### src/rtl/if_fetch_unit.sv
// Instruction fetch stage: PC register, imem request FSM (FETCH/WAIT/DRAIN) and IF/ID pipeline register.
// One-cycle fetch-to-IF/ID latency when imem_ready is high; memory waits and redirect drains insert bubbles.
module if_fetch_unit (
  input  logic        clock,
  input  logic        reset,
  input  logic        PC_write,
  input  logic        IFID_write,
  input  logic        PCSrc,
  input  logic [31:0] branch_target,
  input  logic        Jump,
  input  logic [25:0] jump_index,
  output logic [31:0] imem_addr,
  output logic        imem_req,
  input  logic        imem_ready,
  input  logic [31:0] imem_data,
  output logic [31:0] IFID_PC,
  output logic [31:0] IFID_instr,
  output logic        IFID_valid,
  output logic        fetch_stall,
  output logic [15:0] stall_cycles
);

  localparam logic [1:0] S_FETCH = 2'd0;
  localparam logic [1:0] S_WAIT  = 2'd1;
  localparam logic [1:0] S_DRAIN = 2'd2;

  logic [1:0]  state_q, state_d;
  logic [31:0] pc_q, pc_d;
  logic [31:0] req_addr_q, req_addr_d;
  logic [31:0] ifid_pc_q, ifid_pc_d;
  logic [31:0] ifid_instr_q, ifid_instr_d;
  logic        ifid_valid_q, ifid_valid_d;
  logic [15:0] stall_cnt_q, stall_cnt_d;

  logic        redirect;
  logic [31:0] target;
  logic        capture;
  logic        stall;
  logic [31:0] fetch_addr;
  logic [31:0] next_seq;

  always_comb begin
    state_d      = state_q;
    pc_d         = pc_q;
    req_addr_d   = req_addr_q;
    ifid_pc_d    = ifid_pc_q;
    ifid_instr_d = ifid_instr_q;
    ifid_valid_d = ifid_valid_q;
    stall_cnt_d  = stall_cnt_q;
    capture      = 1'b0;
    stall        = 1'b0;

    // Redirects are only honoured once the load-use stall has cleared.
    redirect   = PC_write & (PCSrc | Jump);
    target     = Jump ? {ifid_pc_q[31:28], jump_index, 2'b00} : branch_target;
    fetch_addr = (state_q == S_FETCH) ? pc_q : req_addr_q;
    next_seq   = fetch_addr + 32'd4;

    case (state_q)
      S_FETCH: begin
        if (imem_ready) begin
          capture = 1'b1;
        end else begin
          stall      = 1'b1;
          req_addr_d = pc_q;
          state_d    = redirect ? S_DRAIN : S_WAIT;
        end
      end
      S_WAIT: begin
        if (imem_ready) begin
          capture = 1'b1;
          state_d = S_FETCH;
        end else begin
          stall = 1'b1;
          if (redirect) state_d = S_DRAIN;
        end
      end
      S_DRAIN: begin
        // The response in flight belongs to the abandoned path.
        stall = 1'b1;
        if (imem_ready) state_d = S_FETCH;
      end
      default: state_d = S_FETCH;
    endcase

    if (redirect) begin
      pc_d         = target;
      ifid_instr_d = 32'h0;
      ifid_valid_d = 1'b0;
    end else if (capture) begin
      if (PC_write) begin
        pc_d = next_seq;
        if (IFID_write) begin
          ifid_pc_d    = next_seq;
          ifid_instr_d = imem_data;
          ifid_valid_d = 1'b1;
        end
      end
    end else if (stall && IFID_write) begin
      ifid_instr_d = 32'h0;
      ifid_valid_d = 1'b0;
    end

    if (stall && (stall_cnt_q != 16'hFFFF)) stall_cnt_d = stall_cnt_q + 16'd1;
  end

  always_ff @(posedge clock or posedge reset) begin
    if (reset) begin
      state_q      <= S_FETCH;
      pc_q         <= 32'h0;
      req_addr_q   <= 32'h0;
      ifid_pc_q    <= 32'h0;
      ifid_instr_q <= 32'h0;
      ifid_valid_q <= 1'b0;
      stall_cnt_q  <= 16'h0;
    end else begin
      state_q      <= state_d;
      pc_q         <= pc_d;
      req_addr_q   <= req_addr_d;
      ifid_pc_q    <= ifid_pc_d;
      ifid_instr_q <= ifid_instr_d;
      ifid_valid_q <= ifid_valid_d;
      stall_cnt_q  <= stall_cnt_d;
    end
  end

  assign imem_addr    = fetch_addr;
  assign imem_req     = ~reset;
  assign fetch_stall  = reset ? 1'b0 : stall;
  assign IFID_PC      = ifid_pc_q;
  assign IFID_instr   = ifid_instr_q;
  assign IFID_valid   = ifid_valid_q;
  assign stall_cycles = stall_cnt_q;

endmodule

### config.mk
export PLATFORM = sky130hd
export DESIGN_NAME = if_fetch_unit
export DESIGN_NICKNAME = d
export VERILOG_FILES = /design/src/rtl/if_fetch_unit.sv
export SDC_FILE = /design/constraint.sdc
export NUM_CORES = 1
export LEC_CHECK = 0
export BUFFER_PORTS_ARGS = -buffer_cell sky130_fd_sc_hd__buf_2
export CELL_PAD_IN_SITES_DETAIL_PLACEMENT = 0
export CELL_PAD_IN_SITES_GLOBAL_PLACEMENT = 1
export CORE_MARGIN = 3
export CORE_UTILIZATION = 40
export DETAILED_ROUTE_END_ITERATION = 10
export GPL_TIMING_DRIVEN = 0
export PLACE_DENSITY = 0.87
export SKIP_CTS_REPAIR_TIMING = 1
export SYNTH_ARGS = -nofsm -noshare
export SYNTH_HDL_FRONTEND = slang
export SYNTH_SLANG_ARGS = --single-unit
### constraint.sdc
create_clock -name clock -period 6.45 [get_ports clock]
set_clock_uncertainty 0.1 [all_clocks]
set_input_delay 0.9675 -clock clock [delete_from_list [all_inputs] [get_ports clock]]
set_output_delay 0.9675 -clock clock [all_outputs]
set_load 0.005 [all_outputs]
==> run summary <==
=======================================================================================
Design internal power                                                         0.00216 W
Switching part of the total                                                       0.327
Initial core utilization                                                          0.416
Data arrival time of the critical path                                          5.56 ns
Total number of nets in the final design                                           1015
Number of violations reported at the end of detailed-routing iteration 0            510
H-tree lvl count                                                                      4
Setup-failing EPs final                                                               0
Number of warnings printed during yosys synthesis                                     0
Share of total power in the clock network                                         0.309
Reg2Reg Launch Point                                                       state_q[1]$_DFFE_PP0P_
Die extent in y                                                                  141 um
Remaining global-route overflow                                                       0
Clk sink count                                                                      147
Clock transition at the registers of the reported paths                         0.06 ns
Clock tree from TritonCTS                                                         built
Area of the multi-input gates                                              0.00339 sq mm
Total core area                                                            0.0175 sq mm
Post-route minimum period                                                       5.35 ns
Setup WS pre-CTS                                                                1.27 ns
Via count                                                                          6275
Total routing resource utilization after global routing                           0.229
Synth top area share                                                              0.505
Post-detailed-route count of antenna-violating nets                                   0
Post-Place Cell Area                                                       0.00865 sq mm
Area of the die                                                            0.0199 sq mm
Post-Place Cells                                                                   1122
Endpoint, Worst Hold                                                       IFID_PC[0]$_DFFE_PP0P_
Class of the most critical hold timing path                                  reg -> reg
Startpoint of the tightest hold check path                                 IFID_PC[0]$_DFFE_PP0P_
Count of buffers inserted at the top-level ports                                    210
Post-synth ARST share                                                              1.00
Root buf cell                                                                 clkbuf_16
Average routed wire per standard cell                                           19.7 um
N_diodes                                                                              0
Final Cycle Share                                                                 0.829
Final hold vios                                                                       0
Cell with the largest stage delay on the worst path                              nor2_1
Leading register cell type out of synthesis                                     dfrtp_1
Worst reg2reg path depth                                                             14
Count of unique library cells instantiated by Yosys                                  59
Vias in the first global route                                                     6177
Post-synthesis instance area                                               0.00729 sq mm
Cell type with the largest total area after synthesis                           dfrtp_1
Max-capacitance violation count                                                       0
Kind of start point of the critical path                                       register
Number of fill cells                                                               1646
Later-pin clock latency in the skew report                                      0.42 ns
Deepest clock path buffer count                                                       2
Die Span X                                                                       141 um
Required @ worst endpoint                                                       6.66 ns
Final standard cell area without fillers                                   0.00924 sq mm
Max transition margin                                                             0.281
Final core utilization                                                            0.527
Area added between synthesis and finish                                           26.8%
Launch point of the worst path                                             state_q[1]$_DFFE_PP0P_
Via density per instance                                                           5.44
Endpoint of the worst register-to-register path                            pc_q[24]$_DFFE_PP0P_
Critical Path Fanout Max                                                             10
Detailed placer's ending HPWL                                                  16700 um
Clock buffers created by TritonCTS                                                   17
Antenna violations before repair                                                      0
Total power density per cell area                                           347 mW/mm^2
Net load switching power                                                      0.00105 W
Worst-path cell chain                                                      buf_6, clkbuf_1, clkbuf_1, nor2_1, clkbuf_1, nand2_1, nand2_1, ha_1, inv_1, a221oi_1, nand3_1, nor4_1, xor2_1, a221o_1
Share of post-route cells with drive strength above 1                             0.329
Fmax                                                                          0.187 GHz
Leakage component of the power                                                  4.46 nW
WS Path Type                                                                 reg -> reg
Pin count of the biggest net entering global routing                                 97
Largest cells by area after synthesis                                      dfrtp_1 (50%), mux2_2 (7.3%), nand2_1 (6.9%), mux2i_1 (4.4%), a22o_1 (4.1%)
R2r setup slk                                                                   1.10 ns
Kind of end point of the critical path                                         register
# rows                                                                               48
First-pass GRT wire length                                                     35300 um
VDD IR max                                                                     0.203 mV
Net Count, Synth                                                                    785
Cell count of the worst hold path                                                     2
RSZ-0062 raised after global routing                                                 no
Min setup slack post-route                                                      1.10 ns
Gate power share                                                                  0.277
Non-filler instance count after layout                                             1154
CP most frequent cell                                                          clkbuf_1
Number of pins with negative max-slew slack in the final report                       0
1st-pass router iterations                                                            5
Mean cell area of the mapped netlist                                         10.6 sq um
IO Pins                                                                             212
#FFs+latches synth                                                                  147
Proportion of synthesized chip area in sequential cells                           0.505
Number of cells produced by synthesis                                               686
Number of enable flip-flop cells after synthesis                                      0
Number of design rule violations left after detail routing                            0
Total detailed-routing wirelength                                              22700 um
Seq pwr share                                                                     0.415
Outcome                                                                       completed
Worst-margin pin slew                                                           1.07 ns
RePlAce Congestion                                                                0.933
Worst hold margin                                                              0.369 ns
Slowest cell delay on critical path                                             0.84 ns
Combined flip-flop and latch cell area                                     0.00368 sq mm
=======================================================================================
[cell usage in the layout (no fill, tap or decap), types with 13 or more instances in the layout]
cell	n
xnor2_1	25
xor2_1	15
nand3_1	15
clkbuf_16	17
o221ai_1	13
buf_2	211
nor2_1	23
clkbuf_1	38
dfrtp_1	147
nand2_1	134
mux2i_1	32
o211ai_1	13
o21ai_0	29
mux2_2	47
a22o_1	34
[metrics by stage]
stage	TNS [ns]	total power, W
floorplan	0	0.00183
global placement	-63.47	0.00220
detailed placement	0	0.00223
CTS	0	0.00322
global route	0	0.00339
finish	0	0.00321
[registers in the layout, indices dropped and copies added (netlist names)]
register and flops:
state_q 2, IFID_PC 32, req_addr_q 32, IFID_instr 32, stall_cycles 16, pc_q 32, IFID_valid 1
[power by group through the flow]
stage                     Clock (W)  Combinational (W)  Sequential (W)
after floorplan                   0           0.000524         0.00131
after global placement            0           0.000870         0.00133
after detailed placement          0           0.000892         0.00134
after CTS                   0.00100           0.000895         0.00133
after global routing        0.00105           0.000982         0.00136
final                      0.000990           0.000887         0.00133
[area by class of cell]
type	instances	area share
Sequential cell	147	0.398
Multi-Input combinational cell	487	0.367
Timing Repair Buffer	211	0.117
Clock buffer	21	0.0498
Tap cell	225	0.0305
Buffer	45	0.0208
Clock inverter	11	0.0139
Inverter	7	0.00338
[worst max path at each step]
stage,endpoint,depth (start not counted)
2_1_floorplan,imem_req,1
3_5_place_dp,pc_q[24]$_DFFE_PP0P_,14
3_3_place_gp,imem_req,3
4_1_cts,pc_q[24]$_DFFE_PP0P_,14
5_1_grt,pc_q[26]$_DFFE_PP0P_,14
6_report,pc_q[24]$_DFFE_PP0P_,14
[synth_stat cells (all sizes together), types with 9 or more instances]
cell type  count
mux2i         32
o21ai         33
dfrtp        147
nand3         16
xnor2         25
nand2        134
a221o          9
nand4          9
a22o          34
nor2          23
mux2          48
clkbuf        36
buf            9
o211ai        13
xor2          15
o221ai        14
[worst max-delay path, delay by kind of cell (launching register included)]
family	cells	cell delay, ns
AND/OR/NAND/NOR	5	2.00
flip-flops	1	0.40
AO/OA/AOI/OAI	2	0.95
XOR/XNOR	1	0.16
buffers and inverters	5	1.43
adder cells (fa/ha/maj)	1	0.19
[cell families (layout without fill, tap and decap cells)]
logic type / after synthesis / after routing / share of synthesized area
adders and majority gates: 2 / 2 / 0.00343
DFF: 147 / 147 / 0.505
and+or+nand+nor: 231 / 231 / 0.155
AOI/OAI and AO/OA: 134 / 134 / 0.140
xor gates and xnor gates: 40 / 40 / 0.0481
muxes: 80 / 80 / 0.118
buffers and inverters: 52 / 295 / 0.0300
[routing by layer]
metal / up-vias / wire (um) / global-route usage
met1: 3015 / 9670 / 0.313
li1: 2955 / - / -
met3: 47 / 1780 / 0.0533
met4: 0 / 684 / 0.0887
met5: - / 0 / 0
met2: 258 / 10600 / 0.356
No activity file was read; power rests on OpenSTA's default activity.
